## src/rtl/pc_fetch_ctrl_if.sv

```systemverilog
// Fetch-control bus: the redirect/stall inputs coming from the branch
// decision logic and the fetch address/flush outputs going to the pipeline.
interface pc_fetch_ctrl_if #(
  parameter int XLEN = 32
);
  logic            branch;
  logic            is_jalr;
  logic [XLEN-1:0] target;
  logic            stall;
  logic            imem_ready;
  logic [XLEN-1:0] pc;
  logic [XLEN-1:0] pc_plus4;
  logic            imem_req;
  logic            flush;
  logic            misalign_exc;

  // Controller side: consumes redirects, produces the fetch PC and flush.
  modport master (
    input  branch, is_jalr, target, stall, imem_ready,
    output pc, pc_plus4, imem_req, flush, misalign_exc
  );

  // Environment side: branch logic / hazard unit / instruction memory.
  modport slave (
    output branch, is_jalr, target, stall, imem_ready,
    input  pc, pc_plus4, imem_req, flush, misalign_exc
  );
endinterface

```

## src/rtl/pc_fetch_ctrl.sv

```systemverilog
// Program counter and fetch-redirect controller. Takes resolved branches,
// steers the fetch PC, raises a multi-cycle flush after every redirect and
// vectors misaligned control-transfer targets to a trap address.
module pc_fetch_ctrl #(
  parameter int              XLEN         = 32,
  parameter logic [XLEN-1:0] RESET_PC     = '0,
  parameter logic [XLEN-1:0] TRAP_VEC     = XLEN'(32'h0000_0100),
  parameter int              FLUSH_CYCLES = 2
) (
  input  logic          clk,
  input  logic          rst_n,
  pc_fetch_ctrl_if.master bus
);

  typedef enum logic [1:0] {
    BOOT  = 2'd0,
    RUN   = 2'd1,
    FLUSH = 2'd2
  } state_t;

  // Counter is loaded with one less than the pulse length because the
  // redirect edge itself already drives the first flush cycle.
  localparam logic [3:0] FLUSH_INIT = 4'(FLUSH_CYCLES - 1);

  state_t          state_reg, state_next;
  logic [XLEN-1:0] pc_reg, pc_next;
  logic [3:0]      fcnt_reg, fcnt_next;
  logic            flush_reg, flush_next;
  logic            misalign_reg, misalign_next;
  logic [XLEN-1:0] eff;
  logic [XLEN-1:0] pc_inc;
  logic            advance;
  logic            imem_req;

  // jalr targets have bit 0 cleared; only bit 1 can then make them misaligned.
  assign eff     = bus.is_jalr ? {bus.target[XLEN-1:1], 1'b0} : bus.target;
  assign pc_inc  = pc_reg + XLEN'(4);
  assign advance = bus.imem_ready && !bus.stall;

  // State register: FSM state plus all registered outputs, async active-low reset.
  always_ff @(posedge clk or negedge rst_n) begin
    if (!rst_n) begin
      state_reg    <= BOOT;
      pc_reg       <= RESET_PC;
      fcnt_reg     <= 4'd0;
      flush_reg    <= 1'b0;
      misalign_reg <= 1'b0;
    end else begin
      state_reg    <= state_next;
      pc_reg       <= pc_next;
      fcnt_reg     <= fcnt_next;
      flush_reg    <= flush_next;
      misalign_reg <= misalign_next;
    end
  end

  // Next-state logic: redirect beats stall/not-ready; FLUSH ignores branch.
  always_comb begin
    state_next    = state_reg;
    pc_next       = pc_reg;
    fcnt_next     = fcnt_reg;
    flush_next    = flush_reg;
    misalign_next = 1'b0;
    case (state_reg)
      BOOT: begin
        state_next = RUN;
      end
      RUN: begin
        if (bus.branch) begin
          if (eff[1]) begin
            pc_next       = TRAP_VEC;
            misalign_next = 1'b1;
          end else begin
            pc_next = eff;
          end
          flush_next = 1'b1;
          fcnt_next  = FLUSH_INIT;
          state_next = FLUSH;
        end else if (advance) begin
          pc_next = pc_inc;
        end
      end
      FLUSH: begin
        if (advance) begin
          pc_next = pc_inc;
        end
        if (fcnt_reg != 4'd0) begin
          fcnt_next = fcnt_reg - 4'd1;
        end else begin
          flush_next = 1'b0;
          state_next = RUN;
        end
      end
      default: begin
        state_next = BOOT;
        flush_next = 1'b0;
        fcnt_next  = 4'd0;
      end
    endcase
  end

  // Output decode: fetch is requested in every state except the boot cycle.
  always_comb begin
    imem_req = (state_reg != BOOT);
  end

  assign bus.imem_req     = imem_req;
  assign bus.pc           = pc_reg;
  assign bus.pc_plus4     = pc_inc;
  assign bus.flush        = flush_reg;
  assign bus.misalign_exc = misalign_reg;

endmodule
```

## src/flat_wrapper.sv

```systemverilog
// flat-port wrapper written by rule: the top's interface ports become plain ports
module pc_fetch_ctrl_flat 
#(
  parameter int              XLEN         = 32,
  parameter logic [XLEN-1:0] RESET_PC     = '0,
  parameter logic [XLEN-1:0] TRAP_VEC     = XLEN'(32'h0000_0100),
  parameter int              FLUSH_CYCLES = 2
)
  (clk, rst_n, bus_branch, bus_is_jalr, bus_target, bus_stall, bus_imem_ready, bus_pc, bus_pc_plus4, bus_imem_req, bus_flush, bus_misalign_exc);
  pc_fetch_ctrl_if #(.XLEN(XLEN)) bus_i ();
  input  logic clk;
  input  logic rst_n;
  input wire logic [$bits(bus_i.branch)-1:0] bus_branch;
  input wire logic [$bits(bus_i.is_jalr)-1:0] bus_is_jalr;
  input wire logic [$bits(bus_i.target)-1:0] bus_target;
  input wire logic [$bits(bus_i.stall)-1:0] bus_stall;
  input wire logic [$bits(bus_i.imem_ready)-1:0] bus_imem_ready;
  output wire logic [$bits(bus_i.pc)-1:0] bus_pc;
  output wire logic [$bits(bus_i.pc_plus4)-1:0] bus_pc_plus4;
  output wire logic [$bits(bus_i.imem_req)-1:0] bus_imem_req;
  output wire logic [$bits(bus_i.flush)-1:0] bus_flush;
  output wire logic [$bits(bus_i.misalign_exc)-1:0] bus_misalign_exc;
  assign bus_i.branch = bus_branch;
  assign bus_i.is_jalr = bus_is_jalr;
  assign bus_i.target = bus_target;
  assign bus_i.stall = bus_stall;
  assign bus_i.imem_ready = bus_imem_ready;
  assign bus_pc = bus_i.pc;
  assign bus_pc_plus4 = bus_i.pc_plus4;
  assign bus_imem_req = bus_i.imem_req;
  assign bus_flush = bus_i.flush;
  assign bus_misalign_exc = bus_i.misalign_exc;
  pc_fetch_ctrl #(.XLEN(XLEN), .RESET_PC(RESET_PC), .TRAP_VEC(TRAP_VEC), .FLUSH_CYCLES(FLUSH_CYCLES)) u_core (.clk(clk), .rst_n(rst_n), .bus(bus_i));
endmodule
```

## config.mk

```make
export PLATFORM = sky130hd
export DESIGN_NAME = pc_fetch_ctrl_flat
export DESIGN_NICKNAME = d
export VERILOG_FILES = /design/src/rtl/pc_fetch_ctrl_if.sv /design/src/rtl/pc_fetch_ctrl.sv /design/src/flat_wrapper.sv
export SDC_FILE = /design/constraint.sdc
export NUM_CORES = 1
export LEC_CHECK = 0
export CELL_PAD_IN_SITES_DETAIL_PLACEMENT = 0
export CELL_PAD_IN_SITES_GLOBAL_PLACEMENT = 1
export CORE_MARGIN = 2
export CORE_UTILIZATION = 36
export CTS_CLUSTER_SIZE = 20
export DETAILED_ROUTE_END_ITERATION = 7
export GPL_TIMING_DRIVEN = 0
export PLACE_DENSITY_LB_ADDON = 0.1
export SLEW_MARGIN = 20
export SYNTH_ARGS = -nofsm -noshare
export SYNTH_HDL_FRONTEND = slang
export SYNTH_SLANG_ARGS = --single-unit
export TNS_END_PERCENT = 30
```

## constraint.sdc

```tcl
create_clock -name clk -period 4.1 [get_ports clk]
set_clock_uncertainty 0.05 [all_clocks]
set_input_delay 0.615 -clock clk [delete_from_list [all_inputs] [get_ports clk]]
set_output_delay 0.615 -clock clk [all_outputs]
set_load 0.05 [all_outputs]
```

==> results.toml <==
[floorplanning]
num_rows = 34
start_util = 0.367
core_um2 = 8640
die_area_um2 = 9570
ioPinCount = 105
die_w_um = 97.8
die_y_um = 97.8

[cts]
h-tree-depth = 2
cts_root_buf = "clkbuf_8"
cts_inserted_buffers = 5
clk_pin_slew_ns = 0.09
cts_sinks = 39
cts_tree = "done"
clock_latency_ns = 0.31
clockBufferDepth = 2

[yosys]
ys_seq_elements = 39
yosysMostFrequentCell = "dfrtp_1"
synth_edf_count = 0
yosysWarningCount = 0
ys.flop_type = "dfrtp_1"
async_flop_share = 1.00
synthesis.area_um2 = 3170
ys_seq_area_frac = 0.308
synth_top_area_frac = 0.308
syn_inst = 378
yosys.area.top_type = "dfrtp_1"
syn_avg_cell_area_um2 = 8.38
synth_area_leaders = "dfrtp_1 (31%), xnor2_1 (4.4%), nand3_1 (4.1%)"
yosys-top-cells-count = "dfrtp_1 (39), nand3_1 (26), nand2_1 (25)"
synthDistinctLibCells = 62

[setup_path]
crit_arrival_ns = 3.10
reg2reg_from = "u_core.state_reg[0]"
cp_max_fo = 9
r2r_slack_ns = 1.62
r2r_end = "u_core.bus.pc[30]"
worstPathRequired_ns = 3.43
start_kind = "flop"
cp-end-kind = "primary output"
rr_worst_depth = 7
crit_type = "reg2out"

[cells_and_area]
design_area_um2 = 4460
fin_nets = 535
utilization = 0.517
fillers = 845
largest_reg_flops = 31
antenna_cells = 0
drive_above_1_share = 0.0980
syn_to_final_growth_pct = 40.9

[route]
vias_per_cell = 5.91
vias = 3533
first_pass_iters = 5
drt_iter0_drc = 244
wl_per_cell_um = 19.5
wirelength_um = 11700
route.detailed.drc = 0
postRouteAntennaNets = 0

[timing]
setup_violations = 0
grt_setup_unrepaired = "false"
fmax_mhz = 266
slew_headroom = 0.470
fin_hold_ws_ns = 0.195
period_share = 0.918
fin_crit_ns = 3.76
hold_viol_final = 0
fin_tns_setup_ns = 0
drv_slew = 0
worstMarginPinSlew_ns = 0.789

[power_and_ir_drop]
p_leak_nw = 1.73
power.total_mw = 4.10
ir_worst_vdd_mv = 0.370
p_per_area_nw_per_um2 = 918

[global_routing]
grtUsageTotal = 0.244
grt_pass1_wl_um = 18500
grt_overflow = 0
grt_max_degree = 23
antenna_found_initial = 0
grt_pass1_vias = 3334

[run]
max_cap_viol_count = 0

[worst_hold_path]
hold_class = "in2async"

[status]
status = "finished, final reports clean"

[placement]
placed_area_um2 = 4340
hpwl_um = 8390
portBuffers = 102
routabilityCongestion = 0.884
report_power, final:
group,switching (mW),internal [mW]
clock network,0.163,0.198
logic,1.95,1.00
registers,0.230,0.559
layer usage:
| metal | part of all wire | GRT usage |
|---|---|---|
| met1 | 0.45 | 0.358 |
| met2 | 0.45 | 0.367 |
| met3 | 0.083 | 0.0429 |
| met4 | 0.019 | 0.0694 |
| met5 | 0 | 0 |
how the worst max path moves through the flow:
stage | start | to | slack [ns] | cells after the start
3_5_place_dp | u_core.bus.pc[4] | bus_pc_plus4[25] | 0.55 | 6
2_1_floorplan | u_core.bus.pc[2] | bus_pc_plus4[30] | 0.77 | 6
3_3_place_gp | u_core.bus.pc[2] | bus_pc_plus4[25] | 0.56 | 5
4_1_cts | u_core.bus.pc[2] | bus_pc_plus4[25] | 0.21 | 5
6_report | u_core.bus.pc[2] | bus_pc_plus4[25] | 0.34 | 5
5_1_grt | u_core.bus.pc[2] | bus_pc_plus4[25] | 0.20 | 5
kinds of logic (layout without fill, tap and decap cells):
family | count (synthesis) | count (layout) | synth area share
adder cells (fa/ha/maj) | 8 | 8 | 0.0316
other | 1 | 2 | 0.00118
AND/OR/NAND/NOR | 148 | 148 | 0.265
XOR/XNOR | 28 | 28 | 0.0774
flip-flops | 39 | 39 | 0.308
buffers and inverters | 46 | 157 | 0.0679
multiplexers | 6 | 6 | 0.0201
AO/OA/AOI/OAI | 102 | 102 | 0.229
layout make-up:
type                       instances  area (µm²)  area share
sequential                        39         976       0.219
buffer                            34         170      0.0381
clock buffer                       6        82.6      0.0185
inverter                          12        45.0      0.0101
clock inverter                     2        35.0     0.00785
timing repair buffer             103        1040       0.232
multi-input combinational        294        1980       0.445
tap                              108         135      0.0303
through the flow:
stage | std cells | setup WS [ns]
floorplan | 379 | 0.766
global placement | 589 | 0.561
detailed placement | 590 | 0.552
CTS | 598 | 0.205
global route | 598 | 0.197
finish | 598 | 0.337
critical path, cell delays in order, from the launching register on:
cell	delay (ns)
dfrtp_1	0.50
nand4_1	0.46
nor2_2	0.54
nand3_1	0.19
xnor2_1	0.25
clkdlybuf4s50_1	0.84
cell usage in the layout, fill, tap and decap left out, types with 12 or more instances in the layout:
cell,instances
a21oi_1,20
clkbuf_1,17
clkdlybuf4s50_1,101
dfrtp_1,39
nand2_1,25
nand3_1,26
nor2_1,20
nor3_1,13
o21ai_0,22
xnor2_1,16
xor2_1,12
repair_timing:
item                       CTS  global route
buffers inserted             0             0
hold buffers                 0             0
setup endpoints to repair    0             1
gates resized for setup      0             1
Note: power is estimated with default switching activity, not from simulation.
